<file path="src/rtl/sram_port_ctrl.sv">
// Request/response front end for port 0 of the single-port OpenRAM-style macro.
// Requests drive the macro directly; read data returns through an in-order response FIFO.
module sram_port_ctrl #(
  parameter int ADDR_WIDTH = 27,
  parameter int DATA_WIDTH = 32,
  parameter int RSP_DEPTH  = 2
) (
  input  logic                    clock,
  input  logic                    reset_n,
  // Both channels use valid/ready: a transfer happens on a rising edge where
  // valid && ready; valid must not depend on ready, ready may depend on valid.
  input  logic                    req_valid,
  output logic                    req_ready,
  input  logic                    req_we,
  input  logic [ADDR_WIDTH-1:0]   req_addr,
  input  logic [DATA_WIDTH-1:0]   req_wdata,
  input  logic [DATA_WIDTH/8-1:0] req_wmask,
  output logic                    rsp_valid,
  input  logic                    rsp_ready,
  output logic                    rsp_we,
  output logic [DATA_WIDTH-1:0]   rsp_rdata,
  output logic                    sram_csb,
  output logic                    sram_web,
  output logic [DATA_WIDTH/8-1:0] sram_wmask,
  output logic [ADDR_WIDTH-1:0]   sram_addr,
  output logic [DATA_WIDTH-1:0]   sram_din,
  input  logic [DATA_WIDTH-1:0]   sram_dout
);

  localparam int PTR_W = (RSP_DEPTH > 1) ? $clog2(RSP_DEPTH) : 1;
  localparam int CNT_W = $clog2(RSP_DEPTH + 1);
  localparam logic [PTR_W-1:0] LAST_PTR = PTR_W'(RSP_DEPTH - 1);
  localparam logic [CNT_W:0]   DEPTH_C  = (CNT_W + 1)'(RSP_DEPTH);

  logic                  req_fire;
  logic                  rsp_fire;
  logic                  push;
  logic                  inflight_v;
  logic                  inflight_we;
  logic [CNT_W-1:0]      count;
  logic [PTR_W-1:0]      wr_ptr;
  logic [PTR_W-1:0]      rd_ptr;
  logic [CNT_W:0]        credit;
  logic                  fifo_we   [RSP_DEPTH];
  logic [DATA_WIDTH-1:0] fifo_data [RSP_DEPTH];

  function automatic logic [PTR_W-1:0] ptr_inc(input logic [PTR_W-1:0] p);
    return (p == LAST_PTR) ? '0 : p + PTR_W'(1);
  endfunction

  // Macro port follows the request channel so the macro samples the accepted request itself.
  assign sram_csb   = !req_fire;
  assign sram_web   = !req_we;
  assign sram_wmask = req_we ? req_wmask : '0;
  assign sram_addr  = req_addr;
  assign sram_din   = req_wdata;

  assign rsp_valid = (count != '0);
  assign rsp_fire  = rsp_valid && rsp_ready;
  assign push      = inflight_v;
  assign rsp_we    = fifo_we[rd_ptr];
  assign rsp_rdata = fifo_data[rd_ptr];

  // Slots already owed (stored plus in flight, less the one leaving now) must leave room.
  assign credit    = {1'b0, count} + {{CNT_W{1'b0}}, inflight_v} - {{CNT_W{1'b0}}, rsp_fire};
  assign req_ready = reset_n && (credit < DEPTH_C);
  assign req_fire  = req_valid && req_ready;

  always_ff @(posedge clock or negedge reset_n) begin
    if (!reset_n) begin
      inflight_v  <= 1'b0;
      inflight_we <= 1'b0;
      count       <= '0;
      wr_ptr      <= '0;
      rd_ptr      <= '0;
    end else begin
      inflight_v  <= req_fire;
      inflight_we <= req_we;
      if (push) begin
        wr_ptr <= ptr_inc(wr_ptr);
      end
      if (rsp_fire) begin
        rd_ptr <= ptr_inc(rd_ptr);
      end
      case ({push, rsp_fire})
        2'b10:   count <= count + CNT_W'(1);
        2'b01:   count <= count - CNT_W'(1);
        default: count <= count;
      endcase
    end
  end

  // The macro drives dout after the falling edge, so it is stable at the edge that pushes.
  always_ff @(posedge clock) begin
    if (push) begin
      fifo_we[wr_ptr]   <= inflight_we;
      fifo_data[wr_ptr] <= inflight_we ? '0 : sram_dout;
    end
  end

endmodule

</file>
<file path="config.mk">
export PLATFORM = sky130hd
export DESIGN_NAME = sram_port_ctrl
export DESIGN_NICKNAME = d
export VERILOG_FILES = /design/src/rtl/sram_port_ctrl.sv
export SDC_FILE = /design/constraint.sdc
export NUM_CORES = 1
export LEC_CHECK = 0
export ABC_CLOCK_PERIOD_IN_PS = 5800
export CORE_MARGIN = 1
export CORE_UTILIZATION = 41
export DETAILED_ROUTE_END_ITERATION = 8
export GPL_TIMING_DRIVEN = 0
export PLACE_DENSITY = 0.86
export REMOVE_ABC_BUFFERS = 1
export SYNTH_ARGS = -nofsm -noshare
export SYNTH_HDL_FRONTEND = slang
export SYNTH_SLANG_ARGS = --single-unit
</file>
<file path="constraint.sdc">
create_clock -name clock -period 5.8 [get_ports clock]
set_input_delay 1.45 -clock clock [delete_from_list [all_inputs] [get_ports clock]]
set_output_delay 1.45 -clock clock [all_outputs]
set_load 0.02 [all_outputs]
</file>
==> impl_metrics.py <==
metrics = {
    "sta": {
        "fmax_ghz": 0.191,
        "clock_skew_ps": 6.11,
        "slew_headroom": 0.222,
        "fin_crit_ps": 5220,
        "min_period_over_period": 0.901,
        "rsz0062_at_grt": "no",
        "hold_viol_final": 0,
        "tightest_slew_ps": 1170,
        "finalSetupViolations": 0,
        "tns_ps": 0,
        "slew_viol_final": 0,
    },
    "final_layout": {
        "finalNonFillerCells": 364,
        "fillers": 669,
        "num_antenna_cells": 0,
        "fin_area_um2": 4130,
        "syn_to_final_growth_pct": 21.5,
        "nets": 358,
        "drive_gt1_frac": 0.210,
    },
    "clock_network": {
        "numClockSinks": 72,
        "clockBufferDepth": 2,
        "clock_latency_ps": 340,
        "cts-buffers-inserted": 9,
        "htree_levels": 3,
        "post_cts_resized": 0,
        "cts_root_buf": "clkbuf_8",
        "cts_hold_buffers": 0,
        "cts_tree": "done",
        "clk_pin_slew_worst_paths_ps": 70,
        "cts_setup_buffers": 0,
    },
    "setup_path": {
        "startpoint_type": "primary input",
        "worst-setup-path-type": "primary input to output port",
        "endpoint_kind": "output port",
        "worstPathArrival_ps": 3770,
        "worstPathRequired_ps": 4350,
        "r2r_slack_ps": 3940,
        "crit_fanout": 5,
        "timing.rr.start": "count[1]",
        "ff2ff_path_depth": 7,
        "worstReg2RegEnd": "inflight_v",
    },
    "floorplan": {
        "ios": 200,
        "core_um2": 7850,
        "die_w_um": 93.0,
        "die-area_um2": 8650,
        "start_util": 0.433,
        "die_h_um": 93.0,
        "rows": 32,
    },
    "min_path": {
        "hold_start": "wr_ptr",
        "min_to": "wr_ptr",
        "hp-class": "flip-flop to flip-flop",
        "hold_depth": 1,
    },
    "pwr": {
        "p_switching_uw": 496,
        "p_int_mw": 1.29,
        "clkPwrFrac": 0.283,
        "combinationalPowerShare": 0.306,
        "ir_worst_vdd_uv": 230,
        "leakage_nw": 1.43,
        "power_density_nw_per_um2": 433,
        "p_seq_frac": 0.411,
        "totalPowerFinal_mw": 1.79,
        "switching_share": 0.278,
    },
    "synthesis": {
        "synth_edf_count": 66,
        "synthArstFlopShare": 0.0833,
        "ys_seq_area_frac": 0.628,
        "avgSynthCellArea_um2": 14.7,
        "synthesis.area_um2": 3390,
        "ys_warn_count": 0,
        "synthCells": 231,
        "ys_types": 23,
        "ys_ff_latch": 72,
        "synthFlopType": "edfxtp_1",
    },
    "detailed_routing": {
        "detail_route.iter0.violations": 44,
        "vias_per_cell": 5.00,
        "wl_per_cell_um": 26.4,
        "dr.pass1.iters": 4,
        "drc": 0,
        "drt_wl_total_mm": 9.59,
        "via_count": 1820,
        "postRouteAntennaNets": 0,
    },
    "global_route": {
        "track_usage": 0.228,
        "grt_pass1_wl_mm": 13.2,
        "grt.met3_usage": 0.233,
        "grt_pass1_vias": 1872,
        "met1_usage": 0.239,
        "antenna_found_initial": 0,
        "grt-busiest-layer": "met2",
        "use_met2": 0.308,
        "grt-ovfl-total": 0,
        "grt_max_degree": 35,
    },
    "status": {
        "status": "completed",
    },
    "placement": {
        "postPlaceCellArea_um2": 3870,
        "port_buffers": 81,
        "dpl.cell_count": 348,
        "gp_congestion": 0.734,
        "hpwl_mm": 7.35,
    },
    "run": {
        "cap_violations": 0,
    },
}
final cells by class:
| type | count | area (um^2) | share of cell area |
|---|---|---|---|
| multi-input cells | 90 | 759 | 0.184 |
| clock buffers | 10 | 128 | 0.0309 |
| flip-flops and latches | 72 | 2130 | 0.517 |
| well taps | 102 | 128 | 0.0309 |
| inverters | 2 | 7.51 | 0.00182 |
| repair buffers | 82 | 838 | 0.203 |
| clock inverters | 6 | 131 | 0.0318 |
critical path, cell delays in order:
cell	delay (ps)
clkdlybuf4s50_1	550
nand2_1	90
mux2i_1	210
nand2_1	100
fa_1	380
xnor2_1	130
and3_4	200
nand2_1	60
clkdlybuf4s50_1	590
routing by layer:
layer / up-vias / part of all wire
li1: 794 / -
met1: 863 / 0.35
met2: 150 / 0.41
met3: 11 / 0.22
met4: 2 / 0.0091
met5: - / 0.0036
power by group through the flow:
stage | Sequential (mW) | Combinational (mW) | Clock, mW
final | 0.734 | 0.547 | 0.506
after global routing | 0.746 | 0.576 | 0.543
after CTS | 0.738 | 0.553 | 0.517
after detailed placement | 0.749 | 0.549 | 0
after global placement | 0.744 | 0.537 | 0
after floorplan | 0.721 | 0.317 | 0
worst max path at each step:
stage / to / start
2_1_floorplan: sram_csb / rsp_ready
3_3_place_gp: sram_csb / rsp_ready
3_5_place_dp: sram_csb / rsp_ready
4_1_cts: sram_csb / rsp_ready
5_1_grt: sram_csb / rsp_ready
6_report: sram_csb / rsp_ready
cells in the final DEF, fill, tap and decap left out, types with 2 or more instances in the layout:
cell type        instances
nor2b_1                 32
clkbuf_8                 9
xnor2_1                  2
and2_1                   4
bufinv_16                4
xor2_1                   2
clkdlybuf4s50_1         81
inv_1                    2
dfrtp_1                  5
nand2_1                  4
mux2_2                  33
edfxtp_1                66
a21oi_1                  2
cells in the mapped netlist, drive strengths merged, types with 2 or more instances:
cell	n	area (um^2)
a21oi	2	10.0
and2	6	40.0
buf	64	493
clkbuf	3	11.3
dfrtp	6	150
edfxtp	66	1980
inv	2	7.51
mux2	33	372
nand2	4	15.0
nor2b	33	206
xnor2	2	17.5
xor2	2	17.5
metrics by stage:
stage / util / worst slack [ps] / hold slack, ps
CTS: 0.526 / 563 / 547
global placement: 0.488 / 646 / 468
detailed placement: 0.493 / 574 / 537
finish: 0.526 / 577 / 543
floorplan: - / 1670 / 453
global route: 0.526 / 455 / 607
kinds of logic after synthesis:
logic type / after synthesis / synth area share
AO/OA/AOI/OAI: 2 / 0.00295
XOR/XNOR: 4 / 0.0103
flip-flops: 72 / 0.628
AND/OR/NAND/NOR: 49 / 0.0896
buffers and inverters: 69 / 0.151
adder cells (fa/ha/maj): 1 / 0.00590
multiplexers: 34 / 0.112
registers in the layout, summed over array words and instances (netlist names):
name,flops
fifo_we,2
count,2
rd_ptr,1
inflight_we,1
fifo_data,64
inflight_v,1
wr_ptr,1
Note: power is estimated with default switching activity, not from simulation.
